File: src/rtl/booth_mac_seq.sv
// Sequential radix-2 Booth multiply-accumulate unit.
// One Booth step per clock behind a start/done handshake; the finished
// product either overwrites or saturating-adds into the result register.
module booth_mac_seq #(
    parameter int DATA_WIDTH = 9,
    parameter int ACC_WIDTH  = 2*DATA_WIDTH+4
) (
    input  logic                  clk_in,
    input  logic                  rst_in,
    input  logic                  start_in,
    input  logic                  acc_en_in,
    input  logic                  clr_acc_in,
    input  logic [DATA_WIDTH-1:0] multiplicando_in,
    input  logic [DATA_WIDTH-1:0] multiplicador_in,
    output logic                  busy_out,
    output logic                  done_out,
    output logic [ACC_WIDTH-1:0]  resultado_out,
    output logic                  flag_out
);

    localparam int CW = $clog2(DATA_WIDTH+1);

    localparam logic [ACC_WIDTH-1:0] SAT_MAX = {1'b0, {(ACC_WIDTH-1){1'b1}}};
    localparam logic [ACC_WIDTH-1:0] SAT_MIN = {1'b1, {(ACC_WIDTH-1){1'b0}}};

    typedef enum logic [1:0] {IDLE, CALC, DONE} state_t;

    state_t state, state_nxt;

    // A and M carry one extra bit so negating the most negative multiplicand is exact
    logic [DATA_WIDTH:0]   a_reg, m_reg;
    logic [DATA_WIDTH-1:0] q_reg;
    logic                  q_m1;
    logic [CW-1:0]         count;
    logic                  acc_en_reg;

    logic [DATA_WIDTH:0]     a_sum, a_shift;
    logic [DATA_WIDTH-1:0]   q_shift;
    logic [2*DATA_WIDTH-1:0] prod_raw;
    logic [ACC_WIDTH-1:0]    product;
    logic [ACC_WIDTH:0]      sum;

    assign busy_out = (state != IDLE);

    // State register
    always_ff @(posedge clk_in or posedge rst_in) begin
        if (rst_in) state <= IDLE;
        else        state <= state_nxt;
    end

    // Next-state: count is checked before its decrement, so 1 means last step
    always_comb begin
        state_nxt = state;
        case (state)
            IDLE:    if (start_in) state_nxt = CALC;
            CALC:    if (count == CW'(1)) state_nxt = DONE;
            DONE:    state_nxt = IDLE;
            default: state_nxt = IDLE;
        endcase
    end

    // One Booth step: conditional add/subtract of M, then arithmetic right shift of {A,Q,Q-1}
    always_comb begin
        a_sum = a_reg;
        case ({q_reg[0], q_m1})
            2'b01:   a_sum = a_reg + m_reg;
            2'b10:   a_sum = a_reg - m_reg;
            default: a_sum = a_reg;
        endcase
        a_shift = {a_sum[DATA_WIDTH], a_sum[DATA_WIDTH:1]};
        q_shift = {a_sum[0], q_reg[DATA_WIDTH-1:1]};
    end

    // Product truncated to 2*DATA_WIDTH bits, sign-extended; accumulate one bit wider to see overflow
    always_comb begin
        prod_raw = {a_reg[DATA_WIDTH-1:0], q_reg};
        product  = ACC_WIDTH'($signed(prod_raw));
        sum      = {resultado_out[ACC_WIDTH-1], resultado_out} + {product[ACC_WIDTH-1], product};
    end

    // Datapath, result register and sticky saturation flag
    always_ff @(posedge clk_in or posedge rst_in) begin
        if (rst_in) begin
            a_reg         <= '0;
            m_reg         <= '0;
            q_reg         <= '0;
            q_m1          <= 1'b0;
            count         <= '0;
            acc_en_reg    <= 1'b0;
            done_out      <= 1'b0;
            resultado_out <= '0;
            flag_out      <= 1'b0;
        end else begin
            done_out <= 1'b0;
            case (state)
                IDLE: begin
                    // Clear takes effect even when a start arrives on the same edge
                    if (clr_acc_in) begin
                        resultado_out <= '0;
                        flag_out      <= 1'b0;
                    end
                    if (start_in) begin
                        m_reg      <= {multiplicando_in[DATA_WIDTH-1], multiplicando_in};
                        a_reg      <= '0;
                        q_reg      <= multiplicador_in;
                        q_m1       <= 1'b0;
                        count      <= CW'(DATA_WIDTH);
                        acc_en_reg <= acc_en_in;
                    end
                end
                CALC: begin
                    a_reg <= a_shift;
                    q_reg <= q_shift;
                    q_m1  <= q_reg[0];
                    count <= count - CW'(1);
                end
                DONE: begin
                    done_out <= 1'b1;
                    if (!acc_en_reg) begin
                        resultado_out <= product;
                    end else if (sum[ACC_WIDTH] != sum[ACC_WIDTH-1]) begin
                        resultado_out <= sum[ACC_WIDTH] ? SAT_MIN : SAT_MAX;
                        flag_out      <= 1'b1;
                    end else begin
                        resultado_out <= sum[ACC_WIDTH-1:0];
                    end
                end
                default: ;
            endcase
        end
    end

endmodule

File: config.mk
export PLATFORM = sky130hd
export DESIGN_NAME = booth_mac_seq
export DESIGN_NICKNAME = d
export VERILOG_FILES = /design/src/rtl/booth_mac_seq.sv
export SDC_FILE = /design/constraint.sdc
export NUM_CORES = 1
export LEC_CHECK = 0
export ABC_AREA = 1
export CORE_ASPECT_RATIO = 0.8
export CORE_UTILIZATION = 40
export CTS_CLUSTER_DIAMETER = 200
export DETAILED_ROUTE_END_ITERATION = 10
export PLACE_DENSITY = 0.69
export SKIP_LAST_GASP = 1
export SLEW_MARGIN = 5
export SYNTH_ARGS = -nofsm -noshare
export SYNTH_HDL_FRONTEND = slang
export SYNTH_SLANG_ARGS = --single-unit
export TNS_END_PERCENT = 5
File: constraint.sdc
create_clock -name clk_in -period 2.55 [get_ports clk_in]
set_input_delay 0.51 -clock clk_in [delete_from_list [all_inputs] [get_ports clk_in]]
set_output_delay 0.51 -clock clk_in [all_outputs]
set_load 0.05 [all_outputs]
### Word level (Yosys, flattened, before mapping)

Cells that the tools add are included.

* word-level logic and storage cells: 56
* register bits after elaboration: 60

* equal/unequal tests: 11
* reduce and logical (&&, ||, !) cells: 9
* add/subtract/negate cells: 4
* multiplexer cells: 22

Operator list (count)
* 22-bit two-way mux: 4
* 22-bit one-hot mux with 2 select lines: 1
* 10-bit one-hot mux with 2 select lines: 2
* 22-bit by 18-bit adder with 23-bit output: 1
* 9-bit one-hot mux with 2 select lines: 1
* 10-bit adder: 1
* 10-bit two-way mux: 1
* 2-bit != test (second input constant): 5
* 10-bit subtractor: 1
* 9-bit two-way mux: 1
* 4-bit one-hot mux with 2 select lines: 1
* 2-bit AND reduction: 4
* 2-bit nonzero test: 3
* 1-bit two-way mux: 5
* 2-bit by 1-bit equality test with 1-bit output (second input constant): 2
* 2-bit equality test (second input constant): 2
* 4-bit by 1-bit equality test with 1-bit output (second input constant): 1
* 2-bit two-way mux: 2
* 4-bit two-way mux: 1
* 1-bit one-hot mux with 2 select lines: 2
* 2-bit one-hot mux with 2 select lines: 1
* 4-bit AND reduction: 1
* 4-bit by 1-bit subtractor with 4-bit output (second input constant): 1
* 2-bit zero test: 1
* 1-bit != test: 1

### Longest topological paths before layout

Gate-level depths: netlist of run 1.

* depth after elaboration: 5
* mapped depth: 18
* gate-level depth less buffers: 18

### Worst setup path before layout of run 1

No wires, ideal clock.

* path kind: register -> register
* start: reg resultado_out[0]
* end: reg resultado_out[1]
* arrival: 2.267 ns
* cell stages (with the launch flop): 15
* path buffers: 1
* data required time: 2.433 ns
* library setup time: 0.117 ns
* period minus slack after synthesis: 2.384 ns
* slack: 0.166 ns
* cells stage by stage: dfrtp_1 ha_1 inv_1 fa_1 inv_1 nand2_1 nand3_2 nand2_2 nand3_2 nand2_1 nand2_2 nand3_4 buf_6 nand3_2 nand2_2

* cells in the longest elaborated chain, start to end: 5
* elaborated cells on any way between the ends: 6

RTL lines
* from (decl): line 17 `output logic [ACC_WIDTH-1:0] resultado_out,`
* from (signal assigned): line 120 `resultado_out <= product;`
* from (signal assigned): line 122 `resultado_out <= sum[ACC_WIDTH] ? SAT_MIN : SAT_MAX;`
* from (signal assigned): line 125 `resultado_out <= sum[ACC_WIDTH-1:0];`
* 22-bit by 18-bit adder with 23-bit output *: line 78 `sum = {resultado_out[ACC_WIDTH-1], resultado_out} + {product[ACC_WIDTH-1], product};`
* 22-bit two-way mux or 1-bit != test (tied branches): line 122, 121
* 22-bit two-way mux *: line 121 `end else if (sum[ACC_WIDTH] != sum[ACC_WIDTH-1]) begin`
* 22-bit two-way mux *: line 119 `if (!acc_en_reg) begin`
* 22-bit one-hot mux with 2 select lines *: line 95 `case (state)`

Mark *: on every way between the ends. The rest lies on a longest branch, timed or not.
A chain may end at the register's enable or synchronous reset.

### Final worst setup path of run 1

* start: reg m_reg[1]
* end: reg a_reg[8]

* cells in the longest elaborated chain, start to end: 3
* elaborated cells on any way between the ends: 4

RTL lines
* from (decl): line 31 `logic [DATA_WIDTH:0] a_reg, m_reg;`
* from (signal assigned): line 103 `m_reg <= {multiplicando_in[DATA_WIDTH-1], multiplicando_in};`
* 10-bit subtractor or 10-bit adder (tied branches): line 67, 66
* 10-bit one-hot mux with 2 select lines *: line 65 `case ({q_reg[0], q_m1})`
* 10-bit one-hot mux with 2 select lines *: line 95
* to (signal assigned): line 112 `a_reg <= a_shift;`
* to (decl): line 31

Marks and branches as above.

==> out/metrics.yaml, run 1 <==
cts.htree.levels: 3
cp_slowest_stage_delay_ns: 0.41
core_mm2: 0.01216
postRouteAntennaNets: 0
path_clk_slew_ns: 0.06
first_global_vias: 4352
largest_reg_flops: 22
worstPathCellList: "inv_2, ha_4, inv_2, nor2_4, nand2_2, nor2_2, a21oi_2, xor2_1, inv_1, ha_4, nand2_2, nor3_2, nand2_1, o211ai_1, a31oi_1, nand2_1, nand2_1, o21ai_1"
synthToLayoutAreaGrowth_pct: 24.75
min_period_ns: 2.464
synth_area_mm2: 0.004974
syn_nets: 777
skew_ns: 0.01086
place_hpwl_mm: 10.75
clockRootBuffer: "clkbuf_16"
n_antenna_cell: 0
dr.pass1.iters: 5
rsz0062_at_grt: "true"
final_cells: 948
syn_inst: 717
relSlewSlack: 0.6584
drc: 0
final_common_cell: "nand2_1"
slowest_stage: "dfrtp_1"
run_status: "finished clean"
grt_pass1_wl_mm: 22.44
wl_per_cell_um: 14.71
final_nets: 851
initial_core_util: 0.4090
fp.dieH_um: 101.7
maxCapViolations: 0
final_cell_mix: "nand2_1, inv_1, dfrtp_1"
regMostFlops: "resultado_out"
cp.required_ns: 2.81
grt_usage: 0.2274
final_util: 0.5102
postCtsHoldBufs: 0
avgSynthCellArea_um2: 6.937
startpoint_type: "register"
post-place-cells: 929
setup-violations-final: 0
clock_path_buffers: 2
drive_gt1_frac: 0.1520
die-area_mm2: 0.01289
grt_max_degree: 41
tightest_slew_ns: 0.5108
cp_top_family: "simple AND/OR/NAND/NOR gates"
fill_cells: 1190
seqCellArea_mm2: 0.001476
crit_type: "register to register"
cp.arrival_ns: 2.73
ys_types: 37
ys_warn_count: 0
crit_fanout: 6
clock_sinks: 59
port_buffers: 47
critPathBufInv: 3
gp_congestion: 0.9095
end_kind: "register"
ys_seq_area_frac: 0.2969
std_cell_rows: 36
worst_path_most_repeated_cell: "nand2_1"
whs_ns: 0.4913
fin_crit_sh: 0.9661
drt_iter0_drc: 528
cts_made_buffers: 9
antenna_found_initial: 0
routed_via_density: 5.157
drv_slew: 0
cts_tree: "yes"
timing.fmax_mhz: 405.9
vias: 4889
ios: 48
fp.dieW_um: 126.7
hold_path.class: "register to register"
multiInputGateArea_mm2: 0.003136
grt.overflow.total: 0
ys_ff_latch: 59
final-hold-violation-count: 0
placed_area_mm2: 0.005777
final_cell_area_mm2: 0.006205
wl_mm: 13.94
clock_latency_ns: 0.34
## path summary, 6_finish.rpt
path	start	endpoint	slack (ns)	cells past startpoint
setup / recovery	m_reg[1]$_DFFE_PP0P_	a_reg[8]$_DFFE_PP0P_	0.09	18
hold / removal	count[3]$_DFFE_PP0P_	count[3]$_DFFE_PP0P_	0.49	1
setup reg to reg	m_reg[1]$_DFFE_PP0P_	a_reg[8]$_DFFE_PP0P_	0.09	18
hold reg to reg	count[3]$_DFFE_PP0P_	count[3]$_DFFE_PP0P_	0.49	1
max in group asynchronous	rst_in	resultado_out[13]$_DFFE_PP0P_	1.47	3
min in group asynchronous	rst_in	q_reg[4]$_DFFE_PP0P_	0.50	2
## synthesized netlist by cell type
cell	instances	area, um2
o221ai_1	4	35.03
nor3_1	5	25.02
o22ai_1	5	31.28
xnor2_1	9	78.83
o21ai_0	34	170.2
a211oi_1	1	7.510
nand2_4	1	11.26
nand3_2	22	220.2
clkinv_1	1	3.750
buf_6	1	11.26
nor2_1	50	187.7
buf_12	1	20.02
nand3_1	35	175.2
a31oi_1	4	25.02
clkbuf_1	7	26.28
and2_1	1	6.260
a21oi_1	54	270.3
and3_1	1	6.260
nand4_1	12	75.07
o211ai_1	3	22.52
buf_2	4	20.02
nand4_2	1	12.51
fa_1	2	40.04
nand3_4	1	17.52
nand2_2	21	131.4
inv_1	104	390.4
nor2_2	6	37.54
a22oi_1	8	60.06
or2_2	2	12.51
nand2_1	202	758.2
or2_0	1	6.260
ha_1	35	437.9
dfrtp_1	59	1476
xor2_1	11	96.34
o21bai_1	6	45.04
nand3b_1	2	15.01
a21boi_0	1	7.510
## cells by family after synthesis
group           count (synthesis)  share of synthesized area
fa+ha+maj                      37                    0.09610
xor+xnor                       20                    0.03522
buf+inv                       118                    0.09484
compound gates                120                     0.1356
flops                          59                     0.2969
simple gates                  363                     0.3414
## metrics by stage
stage / setup TNS [ns] / setup slack, ns
floorplan: 0 / 0.1664
global placement: 0 / 0.02118
detailed placement: -0.1760 / -0.09864
CTS: -0.01769 / -0.01769
global route: -0.3318 / -0.1096
finish: 0 / 0.08640
## layout make-up
cell class | count | share of cell area
well taps | 152 | 0.03065
repair buffers | 76 | 0.1149
inverters | 105 | 0.06352
clock buffers | 11 | 0.03751
multi-input cells | 540 | 0.5053
clock inverters | 5 | 0.01008
flip-flops and latches | 59 | 0.2380
## metal layers
metal | GRT usage | vias to the layer above | part of all wire
met3 | 0.04596 | 8 | 0.068
met4 | 0.04945 | 0 | 0.0082
met5 | 0 | - | 0
met1 | 0.3512 | 2219 | 0.53
met2 | 0.3221 | 176 | 0.39
li1 | - | 2486 | -
## what timing repair did
action	CTS	global route
setup buffers	0	3
resized for setup	4	27
endpoints found under the setup margin	3	22
pin swaps	0	13
Power of run 1 is left out: the tool's default activity adds up to more than one toggle a clock period on the data nets, which glitch-free logic cannot reach.
==> run 2: changes to the inputs <==
clock period = 2.81 ns   (was 2.55 ns; I/O delays follow)
==> run 2 against run 1 <==
Clock skew is 0.0020 ns lower. Critical path depth is 2 lower. Sequential share of layout area is 0.94 points higher. Non-clock buffer count is 17 lower. Fmax is 4.1% lower. Die area stayed put. Utilization is 1.9 points lower. Wire length is 0.42% higher. Global-route usage is 0.24 points higher.
==> out/metrics.yaml, run 2 (synthesis gave the netlist of run 1 again) <==
run_status: "finished clean"  # unchanged
startpoint_type: "register"  # unchanged
synthToLayoutAreaGrowth_pct: 20.03  # was 24.75%
drc: 0  # unchanged
skew_ns: 0.008833  # was 0.01086 ns
antenna_found_initial: 0  # unchanged
timing.fmax_mhz: 389.2  # was 405.9 MHz
r2r-start: "q_m1$_DFFE_PP0P_"  # was m_reg[1]$_DFFE_PP0P_
regMostFlops: "resultado_out"  # unchanged
rsz0062_at_grt: "true"  # unchanged
wl_mm: 14.00  # was 13.94 mm
r2r_end: "a_reg[8]$_DFFE_PP0P_"  # unchanged
end_kind: "register"  # unchanged
port_buffers: 47  # unchanged
critPathBufInv: 3  # unchanged
setup-violations-final: 0  # unchanged
n_antenna_cell: 0  # unchanged
drive_gt1_frac: 0.1117  # was 0.1520
grt_usage: 0.2299  # was 0.2274
wl_per_cell_um: 15.04  # was 14.71 um
final-hold-violation-count: 0  # unchanged
reg2regPathDepth: 16  # was 18
core_mm2: 0.01216  # unchanged
grt_max_degree: 29  # was 41
hold_path.class: "register to register"  # unchanged
tightest_slew_ns: 0.8828  # was 0.5108 ns
final_common_cell: "nand2_1"  # unchanged
grt.overflow.total: 0  # unchanged
routed_via_density: 5.191  # was 5.157
fin_crit_sh: 0.9144  # was 0.9661
hold_depth: 1  # unchanged
final_nets: 834  # was 851
worstPathCellList: "inv_1, ha_2, a21oi_1, nor2_2, o21ai_0, xor2_1, inv_1, ha_1, inv_1, nor3_2, nand2_1, o211ai_1, a31oi_1, nand2_1, nand2_1, o21ai_0"  # was inv_2, ha_4, inv_2, nor2_4, nand2_2, nor2_2, a21oi_2, xor2_1, inv_1, ha_4, nand2_2, nor3_2, nand2_1, o211ai_1, a31oi_1, nand2_1, nand2_1, o21ai_1
crit_type: "register to register"  # unchanged
ios: 48  # unchanged
final_util: 0.4908  # was 0.5102
whs_endpoint: "count[3]$_DFFE_PP0P_"  # unchanged
clockRootBuffer: "clkbuf_16"  # unchanged
clock_latency_ns: 0.34  # about the same
crit_fanout: 8  # was 6
cp_slowest_stage_delay_ns: 0.38  # was 0.41 ns
postRouteAntennaNets: 0  # unchanged
cp.required_ns: 3.06  # was 2.81 ns
fp.dieW_um: 126.7  # unchanged
final_cell_mix: "nand2_1, inv_1, dfrtp_1"  # unchanged
largest_reg_flops: 22  # unchanged
place_hpwl_mm: 10.86  # was 10.75 mm
ff2ff_setup_slack_ns: 0.24  # was 0.09 ns
cp_top_family: "adder cells"  # was simple AND/OR/NAND/NOR gates
relSlewSlack: 0.4093  # was 0.6584
first_global_vias: 4403  # was 4352
min_period_ns: 2.569  # was 2.464 ns
drv_slew: 0  # unchanged
path_clk_slew_ns: 0.06  # about the same
drt_iter0_drc: 370  # was 528
maxCapViolations: 0  # unchanged
fp.dieH_um: 101.7  # unchanged
slowest_stage: "ha_1"  # was dfrtp_1
std_cell_rows: 36  # unchanged
initial_core_util: 0.4090  # unchanged
cts.htree.levels: 3  # unchanged
grt_pass1_wl_mm: 22.60  # was 22.44 mm
vias: 4833  # was 4889
cts_tree: "yes"  # unchanged
cts_made_buffers: 9  # unchanged
die-area_mm2: 0.01289  # unchanged
cp.arrival_ns: 2.82  # was 2.73 ns
min_from: "count[3]$_DFFE_PP0P_"  # unchanged
dr.pass1.iters: 5  # unchanged
clock_path_buffers: 2  # unchanged
cp-startpoint: "q_m1$_DFFE_PP0P_"  # was m_reg[1]$_DFFE_PP0P_
clock_sinks: 59  # unchanged
gp_congestion: 0.9244  # was 0.9095
==> run 2: how the worst max path moves through the flow <==
stage / to / slack, ns / cells after the start
floorplan: resultado_out[1]$_DFFE_PP0P_ / 0.43 / 14
global placement: a_reg[8]$_DFFE_PP0P_ / 0.23 / 16
detailed placement: a_reg[6]$_DFFE_PP0P_ / 0.16 / 13
CTS: a_reg[8]$_DFFE_PP0P_ / 0.11 / 16
global route: a_reg[8]$_DFFE_PP0P_ / -0.02 / 18
finish: a_reg[8]$_DFFE_PP0P_ / 0.24 / 16
==> run 2: layout make-up <==
class,instances,area [um2]
sequential,59,1476
timing repair buffer,59,560.5
clock inverter,5,62.56
clock buffer,11,232.7
inverter,105,394.1
multi-input combinational,540,3053
fill,1255,6192
tap,152,190.2
==> run 2: metal layers <==
layer | vias up | GRT usage | part of all wire
li1 | 2457 | - | -
met2 | 162 | 0.3285 | 0.39
met1 | 2196 | 0.3460 | 0.52
met5 | - | 0 | 0
met3 | 18 | 0.04754 | 0.076
met4 | 0 | 0.06777 | 0.014
==> run 2: timing repair <==
action / 4_1_cts / 5_1_grt
setup endpoints to repair: 0 / 2
gates resized for setup: 0 / 8
hold buffers: 0 / 0
setup buffers: 0 / 0
==> run 2: through the flow <==
step / cells / setup TNS [ns] / area, um2 / setup WS [ns] / hold slack, ns
2_1_floorplan: 717 / 0 / 4974 / 0.4264 / 0.4525
3_3_place_gp: 915 / 0 / 5647 / 0.2278 / 0.4750
3_5_place_dp: 915 / 0 / 5647 / 0.1587 / 0.4809
4_1_cts: 931 / 0 / 5942 / 0.1109 / 0.4882
5_1_grt: 931 / -0.02315 / 5969 / -0.02315 / 0.5256
6_report: 931 / 0 / 5969 / 0.2405 / 0.4934
Power of run 2 is left out for the same reason.
==> run 3: changes to the inputs <==
CORE_MARGIN = 2   (was not set)
clock period = 2.15 ns   (was 2.81 ns; I/O delays follow)
==> run 3 against run 2 <==
The run now ends with setup timing left. Cell count rose by 13%. Via count grew 11%. Cell area rose by 19%. Utilization rose by 9.3 points. Non-clock buffer count is 118 higher. Worst hold slack worse by 0.056 ns. Sequential cell count did not move. Fmax is 6.1% higher. Global-route usage up 0.61 points. Worst setup slack worse by 0.51 ns. Critical path type unchanged. Largest cell class unchanged.
==> out/metrics.yaml, run 3 (synthesis gave the netlist of run 1 again) <==
clock_path_buffers: 2  # unchanged
fp.dieH_um: 103.7  # was 101.7 um
grt.overflow.total: 0  # unchanged
fin_crit_sh: 1.126  # was 0.9144
violations: "setup timing"
layout_setup_ws_ns: -0.2714  # was 0.2405 ns
crit_fanout: 3  # was 8
dr.pass1.iters: 5  # unchanged
grt_pass1_wl_mm: 25.01  # was 22.60 mm
grt_usage: 0.2360  # was 0.2299
first_global_vias: 5002  # was 4403
hold_path.class: "input port to async pin"  # was register to register
maxCapViolations: 0  # unchanged
final_util: 0.5838  # was 0.4908
cp_slowest_stage_delay_ns: 0.41  # was 0.38 ns
clock_latency_ns: 0.33  # was 0.34 ns
skew_ns: 0.007988  # was 0.008833 ns
rsz0062_at_grt: "true"  # unchanged
slowest_stage: "dfrtp_1"  # was ha_1
final_cell_mix: "nand2_1, buf_4, inv_1"  # was nand2_1, inv_1, dfrtp_1
initial_core_util: 0.4090  # unchanged
worstPathCellList: "inv_2, ha_4, inv_2, nor2_4, nand2_4, nand2_2, xor2_1, inv_1, ha_4, a21oi_2, o21ai_2, buf_4, nand2_1, o211ai_1, a31oi_1, nand2_1, nand2_1, o21ai_1"  # was inv_1, ha_2, a21oi_1, nor2_2, o21ai_0, xor2_1, inv_1, ha_1, inv_1, nor3_2, nand2_1, o211ai_1, a31oi_1, nand2_1, nand2_1, o21ai_0
drc: 0  # unchanged
synthToLayoutAreaGrowth_pct: 42.77  # was 20.03%
core_mm2: 0.01216  # unchanged
cts_made_buffers: 9  # unchanged
reg2regPathDepth: 18  # was 16
wl_mm: 15.61  # was 14.00 mm
worst_path_most_repeated_cell: "nand2_1"
tightest_slew_ns: 0.6310  # was 0.8828 ns
relSlewSlack: 0.5778  # was 0.4093
drv_slew: 0  # unchanged
antenna_found_initial: 0  # unchanged
std_cell_rows: 36  # unchanged
critPathBufInv: 4  # was 3
fp.dieW_um: 128.7  # was 126.7 um
fill_cells: 1103  # was 1255
final-hold-violation-count: 0  # unchanged
multiInputGateArea_mm2: 0.003222  # was 0.003053 mm2
min_period_ns: 2.421  # was 2.569 ns
grt_max_degree: 29  # unchanged
cp.arrival_ns: 2.64  # was 2.82 ns
n_antenna_cell: 0  # unchanged
final_common_cell: "nand2_1"  # unchanged
cp-startpoint: "m_reg[1]$_DFFE_PP0P_"  # was q_m1$_DFFE_PP0P_
cts.htree.levels: 3  # unchanged
run_status: "finished, violations left"  # was finished clean
startpoint_type: "register"  # unchanged
seqCellArea_mm2: 0.001490  # was 0.001476 mm2
r2r-start: "m_reg[1]$_DFFE_PP0P_"  # was q_m1$_DFFE_PP0P_
final_cell_area_mm2: 0.007101  # was 0.005969 mm2
die-area_mm2: 0.01335  # was 0.01289 mm2
clockRootBuffer: "clkbuf_16"  # unchanged
largest_reg_flops: 22  # unchanged
final_nets: 952  # was 834
port_buffers: 47  # unchanged
drt_iter0_drc: 449  # was 370
timing.fmax_mhz: 413.0  # was 389.2 MHz
postRouteAntennaNets: 0  # unchanged
wl_per_cell_um: 14.88  # was 15.04 um
regMostFlops: "resultado_out"  # unchanged
setup-violations-final: 28  # was 0
placed_area_mm2: 0.006655  # was 0.005647 mm2
vias: 5344  # was 4833
end_kind: "register"  # unchanged
crit_type: "register to register"  # unchanged
place_hpwl_mm: 12.13  # was 10.86 mm
cp.required_ns: 2.37  # was 3.06 ns
drive_gt1_frac: 0.2731  # was 0.1117
path_clk_slew_ns: 0.06  # about the same
ios: 48  # unchanged
r2r_end: "a_reg[8]$_DFFE_PP0P_"  # unchanged
cp_top_family: "compound AO/OA/AOI/OAI gates"  # was adder cells
gp_congestion: 0.9210  # was 0.9244
routed_via_density: 5.094  # was 5.191
cts_tree: "yes"  # unchanged
ff2ff_setup_slack_ns: -0.27  # was 0.24 ns
clock_sinks: 59  # unchanged
[run 3: cell type report]
class	count	area share
clock buffer	11	0.03278
sequential	59	0.2099
tap	152	0.02678
timing repair buffer	177	0.2125
multi-input combinational	540	0.4537
clock inverter	5	0.008811
inverter	105	0.05551
[run 3: per-layer routing]
| metal | wire [um] | global-route usage |
|---|---|---|
| met4 | 111 | 0.04115 |
| met5 | 0 | 0 |
| met2 | 6781 | 0.3485 |
| met1 | 7752 | 0.3638 |
| met3 | 963 | 0.03977 |
[run 3: how the worst max path moves through the flow]
stage               slack, ns  depth (start not counted)                   end
finish                  -0.27                         18  a_reg[8]$_DFFE_PP0P_
global route            -0.42                         18  a_reg[6]$_DFFE_PP0P_
CTS                     -0.27                         18  a_reg[8]$_DFFE_PP0P_
detailed placement      -0.33                         15  a_reg[8]$_DFFE_PP0P_
global placement        -0.19                         14  a_reg[7]$_DFFE_PP0P_
floorplan               -0.05                         18  a_reg[8]$_DFFE_PP0P_
[run 3: timing repair]
action / in CTS / in global routing
resized for setup: 19 / 19
buffers inserted: 2 / 1
endpoints found under the setup margin: 28 / 32
pin swaps: 14 / 6
hold buffers: 0 / 0
[run 3: through the flow]
| step | hold WS (ns) | setup slack (ns) | cells | TNS (ns) |
|---|---|---|---|---|
| floorplan | 0.4525 | -0.05345 | 717 | -0.6546 |
| global placement | 0.4755 | -0.1918 | 1030 | -3.729 |
| detailed placement | 0.4801 | -0.3293 | 1030 | -4.409 |
| CTS | 0.4506 | -0.2735 | 1048 | -4.992 |
| global route | 0.5039 | -0.4181 | 1049 | -9.240 |
| finish | 0.4371 | -0.2714 | 1049 | -4.818 |
Power of run 3 is left out for the same reason.
==> patch 1: new RTL, settings of run 1 <==
Encoding of `state_t`: now one-hot (3 bits for 3 states).
--- a/src/rtl/booth_mac_seq.sv
+++ b/src/rtl/booth_mac_seq.sv
@@ -23,7 +23,7 @@
     localparam logic [ACC_WIDTH-1:0] SAT_MAX = {1'b0, {(ACC_WIDTH-1){1'b1}}};
     localparam logic [ACC_WIDTH-1:0] SAT_MIN = {1'b1, {(ACC_WIDTH-1){1'b0}}};
 
-    typedef enum logic [1:0] {IDLE, CALC, DONE} state_t;
+    typedef enum logic [2:0] {IDLE = 3'b001, CALC = 3'b010, DONE = 3'b100} state_t;
 
     state_t state, state_nxt;
 
Function: same outputs for any inputs over 10 cycles, from zero or initial values and one cycle with rst_in high; not proved beyond that.
==> patch 1 against run 1 <==
- cell area is 3.1% lower
- largest cell class unchanged
- die area decreased by 0.32%
- setup slack better by 0.0085 ns
- routed wire length decreased by 2.9%
- area after synthesis shrank 0.33%
- sequential cell count up 1
==> patch 1: results (changes against run 1) <==
| Metric | Value |
|---|---|
| Instance area at placement | 5620 sq um (-2.7%) |
| Filler cell count in the final layout | 1,123 (-5.6%) |
| Critical Path AT | 1.95 ns (-0.78 ns) |
| Met3 track demand over resource in global routing | 0.0423 (-0.00370) |
| Per-instance average area after synthesis | 6.85 sq um (-1.3%) |
| Maximum number of pins on one net before global-route repair | 61 (+49%) |
| Placed Instances | 913 (-1.7%) |
| Outcome | complete, no violations |
| Finished Layout Cells | 930 (-1.9%) |
| First-pass GRT wire length | 22,100 um (-1.7%) |
| Clock network area share | 0.0583 (+0.0107) |
| Synth Area in Compound Gates | 0.138 (+0.00221) |
| Metal3 WL | 785 um (-18%) |
| Number of non-clock inverters | 117 (+11%) |
| Top delay family on crit path | buffers and inverters |
| Final core utilization | 0.510 (about the same) |
| Highest-delay cell along the critical path | sky130_fd_sc_hd__clkdlybuf4s50_1 |
| Dpl hpwl | 10,400 um (-3.5%) |
| Layout clock buffers | 10 (-1) |
| Ranking of synthesized cells by instance count | sky130_fd_sc_hd__nand2_1 (210), sky130_fd_sc_hd__inv_1 (115), sky130_fd_sc_hd__dfrtp_1 (59) |
| Buffers, non-clock | 59 (-22%) |
| Routed wire length | 13,500 um (-2.9%) |
| Routed met2 length | 5650 um (+2.8%) |
| Footprint of the multi-input gates | 2960 sq um (-5.5%) |
| Share of cells above drive strength 1 | 0.0895 (-0.0625) |
| DR vias | 4,838 (-1.0%) |
| Global routing met2 resource utilization | 0.319 (-0.00340) |
| Multi-In Gates | 530 (-1.9%) |
| Post-synthesis share of cell area spent on full adders, half adders and majority gates | 0.0964 (+0.000315) |
| Power Total | between 7 and 8 mW |
| Met1 demand-to-capacity share in global routing | 0.334 (-0.0168) |
| Footprint of the flip-flops and latches | 1500 sq um (+1.8%) |
| Number of nets in the synthesized netlist | 784 (+0.90%) |
| Setup WS pre-CTS | 0.0186 ns (+0.117 ns) |
| Number of DRC markers in iteration 0 | 380 (-28%) |
| Via count of the first global-routing pass | 4,355 (+0.069%) |
| Sequential cell count | 60 (+1.7%) |
-- patch 1: what timing repair did --
item	CTS	global route
setup endpoints to repair	1	28
resized for setup	1	13
pin swaps	0	1
setup buffers	0	1
-- patch 1: cell families (layout without fill, tap and decap cells) --
family,count (synthesis),after routing
buffers and inverters,134,192
AND/OR/NAND/NOR,352,352
flip-flops,60,60
AO/OA/AOI/OAI,118,118
adder cells (fa/ha/maj),37,37
XOR/XNOR,23,23
-- patch 1: final timing paths --
check,depth (start not counted),endpoint,slack (ns),from
max in group asynchronous,3,state[0]$_DFFE_PP1P_,1.70,rst_in
min reg2reg,2,flag_out$_DFFE_PP0P_,0.49,flag_out$_DFFE_PP0P_
max reg2reg,12,resultado_out[20]$_DFFE_PP0P_,0.12,resultado_out[0]$_DFFE_PP0P_
max,4,busy_out,0.09,state[0]$_DFFE_PP1P_
min in group asynchronous,3,count[2]$_DFFE_PP0P_,0.56,rst_in
min,2,flag_out$_DFFE_PP0P_,0.49,flag_out$_DFFE_PP0P_
==> patch 2: new RTL, settings of run 1 <==
Made on the original files. The parameter `DATA_WIDTH` goes from 9 to 11.
--- a/src/rtl/booth_mac_seq.sv
+++ b/src/rtl/booth_mac_seq.sv
@@ -2,7 +2,7 @@
 // One Booth step per clock behind a start/done handshake; the finished
 // product either overwrites or saturating-adds into the result register.
 module booth_mac_seq #(
-    parameter int DATA_WIDTH = 9,
+    parameter int DATA_WIDTH = 11,
     parameter int ACC_WIDTH  = 2*DATA_WIDTH+4
 ) (
     input  logic                  clk_in,
Ports: changed (resized multiplicador_in, multiplicando_in and resultado_out); port bits go from 48 to 56. The function was not compared with the original's and may differ.
==> patch 2 against run 1 <==
- non-clock buffer count rose by 18
- die area rose by 16%
- cell area rose by 17%
- routed wire length rose by 19%
- setup slack got worse by 0.017 ns
- sequential cell count rose by 10
- area after synthesis rose by 16%
- largest cell class unchanged
- highest routed layer unchanged
==> patch 2: results (changes against run 1) <==
| Metric | Value |
|---|---|
| Biggest fanout along the worst timing path | 3 (-3) |
| Dpl hpwl | 12,900 um (+20%) |
| Final weighted congestion of routability-driven global placement | 0.960 (+5.5%) |
| Cell types with the largest area share after synthesis | sky130_fd_sc_hd__dfrtp_1 (30%), sky130_fd_sc_hd__nand2_1 (16%), sky130_fd_sc_hd__ha_1 (8.9%) |
| Max incr delay on CP | 0.39 ns (-0.02 ns) |
| Total iterations of the first detailed-routing run | 5 (unchanged) |
| Slew Limit Headroom | 0.624 (-0.0343) |
| Clock root buffer | sky130_fd_sc_hd__clkbuf_16 |
| Count of inserted antenna diode cells | 0 (unchanged) |
| Reported leakage power | ~3.7 nW |
| Post-synthesis cell type count | 41 (+11%) |
| Number of nets in the synthesized netlist | 916 (+18%) |
| Worst-path clk slew | 0.06 ns (about the same) |
| Yosys synthesis warning count | 0 (unchanged) |
| Flip-flop count of the largest register, all copies and words added | 26 (+18%) |
| DR vias | 5,753 (+18%) |
| Worst hold-check path type | reg2reg |
| Highest-delay cell along the critical path | sky130_fd_sc_hd__dfrtp_1 |
| Outcome | complete, no violations |
| First-pass GRT wire length | 27,000 um (+20%) |
| Top delay family on crit path | simple AND/OR/NAND/NOR gates |
| Ranking of synthesized cells by instance count | sky130_fd_sc_hd__nand2_1 (249), sky130_fd_sc_hd__inv_1 (124), sky130_fd_sc_hd__dfrtp_1 (69) |
| Top register by number of flip-flops | resultado_out |
| Via count of the first global-routing pass | 5,279 (+21%) |
| Routed wire length | 16,600 um (+19%) |
| Filler cell count in the final layout | 1,334 (+12%) |
| Clock latency on the worst-skew pair | 0.35 ns |
| Clock skew after layout | 0.0160 ns (+0.00518 ns) |
| Share of synthesized area occupied by flip-flops and latches | 0.298 (+0.00159) |
| Initial antenna violation count | 0 (unchanged) |
| Ys async rst share | 1.00 (unchanged) |
| Nets | 1,002 (+18%) |
| Critical Path AT | 2.73 ns (about the same) |
| Share of cells above drive strength 1 | 0.124 (-0.0282) |
| Number of buffers created by CTS | 9 (unchanged) |
| Peak supply drop | between 0.6 and 0.7 mV |
| Final Hold Viols | 0 (unchanged) |
| Bufs on Longest Clock Path | 2 (unchanged) |
| Number of levels the H-tree was split into | 3 (unchanged) |
| IO Port Bufs | 55 (+17%) |
| Number of DRC markers in iteration 0 | 474 (-10%) |
| Maximum number of pins on one net before global-route repair | 35 (-15%) |
| Total track usage | 0.234 (+0.00664) |
-- patch 2: cell types whose count changed after synthesis, sizes merged, moves of 3 or more --
cell	delta
ha	+6
dfrtp	+10
nand2	+32
inv	+24
xnor2	+3
nor2	+9
xor2	+4
clkbuf	+6
nand3	+10
o21ai	+12
o221ai	+3
o21bai	+4
-- patch 2: final cells by class --
type                    count  share of cell area
clock buffers               9              0.0311
clock inverters             7              0.0143
inverters                 130              0.0676
multi-input cells         628               0.498
flip-flops and latches     69               0.238
well taps                 180              0.0311
repair buffers             94               0.120
-- patch 2: path summary, 6_finish.rpt --
path,startpoint,slack (ns),depth (start not counted),end
setup / recovery,m_reg[1]$_DFFE_PP0P_,0.07,15,a_reg[10]$_DFFE_PP0P_
hold / removal,count[3]$_DFFE_PP0P_,0.51,1,count[3]$_DFFE_PP0P_
setup reg to reg,m_reg[1]$_DFFE_PP0P_,0.07,15,a_reg[10]$_DFFE_PP0P_
hold reg to reg,count[3]$_DFFE_PP0P_,0.51,1,count[3]$_DFFE_PP0P_
max in group asynchronous,rst_in,1.42,3,q_reg[0]$_DFFE_PP0P_
min in group asynchronous,rst_in,0.52,2,count[2]$_DFFE_PP0P_
-- patch 2: metal layers --
metal	global-route usage	wire length, um	vias up
met4	0.0556	185	0
li1	-	-	2930
met1	0.358	8510	2630
met2	0.338	6780	177
met3	0.0387	1130	16
met5	0	0	-
-- patch 2: cells by family (layout without fill, tap and decap cells) --
kind of cell             Yosys count  in the layout  share of synthesized area
adder cells (fa/ha/maj)           43             43                     0.0956
XOR/XNOR                          27             27                     0.0409
buffers and inverters            149            240                      0.104
flip-flops                        69             69                      0.298
AND/OR/NAND/NOR                  416            416                      0.319
AO/OA/AOI/OAI                    142            142                      0.142
-- patch 2: stage by stage --
stage / util / setup WS (ns) / cells / cell area (sq um) / hold WS (ns)
after floorplan: - / 0.119 / 846 / 5790 / 0.452
after global placement: 0.487 / 0.0296 / 1097 / 6730 / 0.486
after detailed placement: 0.487 / -0.0355 / 1097 / 6730 / 0.495
after CTS: 0.511 / -0.0203 / 1113 / 7070 / 0.507
after global routing: 0.524 / -0.107 / 1117 / 7250 / 0.517
final: 0.524 / 0.0698 / 1117 / 7250 / 0.511
-- patch 2: power breakdown --
| group | leakage (nW) | switching, mW | total (mW) | internal [mW] |
|---|---|---|---|---|
| registers | 0.884 | 0.474 | 2.06 | 1.59 |
| clock network | 0.161 | 0.556 | 1.43 | 0.871 |
| logic | 2.68 | 5.02 | 8.19 | 3.17 |
-- patch 2: what timing repair did --
action	in CTS	in global routing
gates resized for setup	1	34
setup buffers	0	4
hold endpoints to repair	0	0
pin swaps	0	17
setup endpoints to repair	2	18
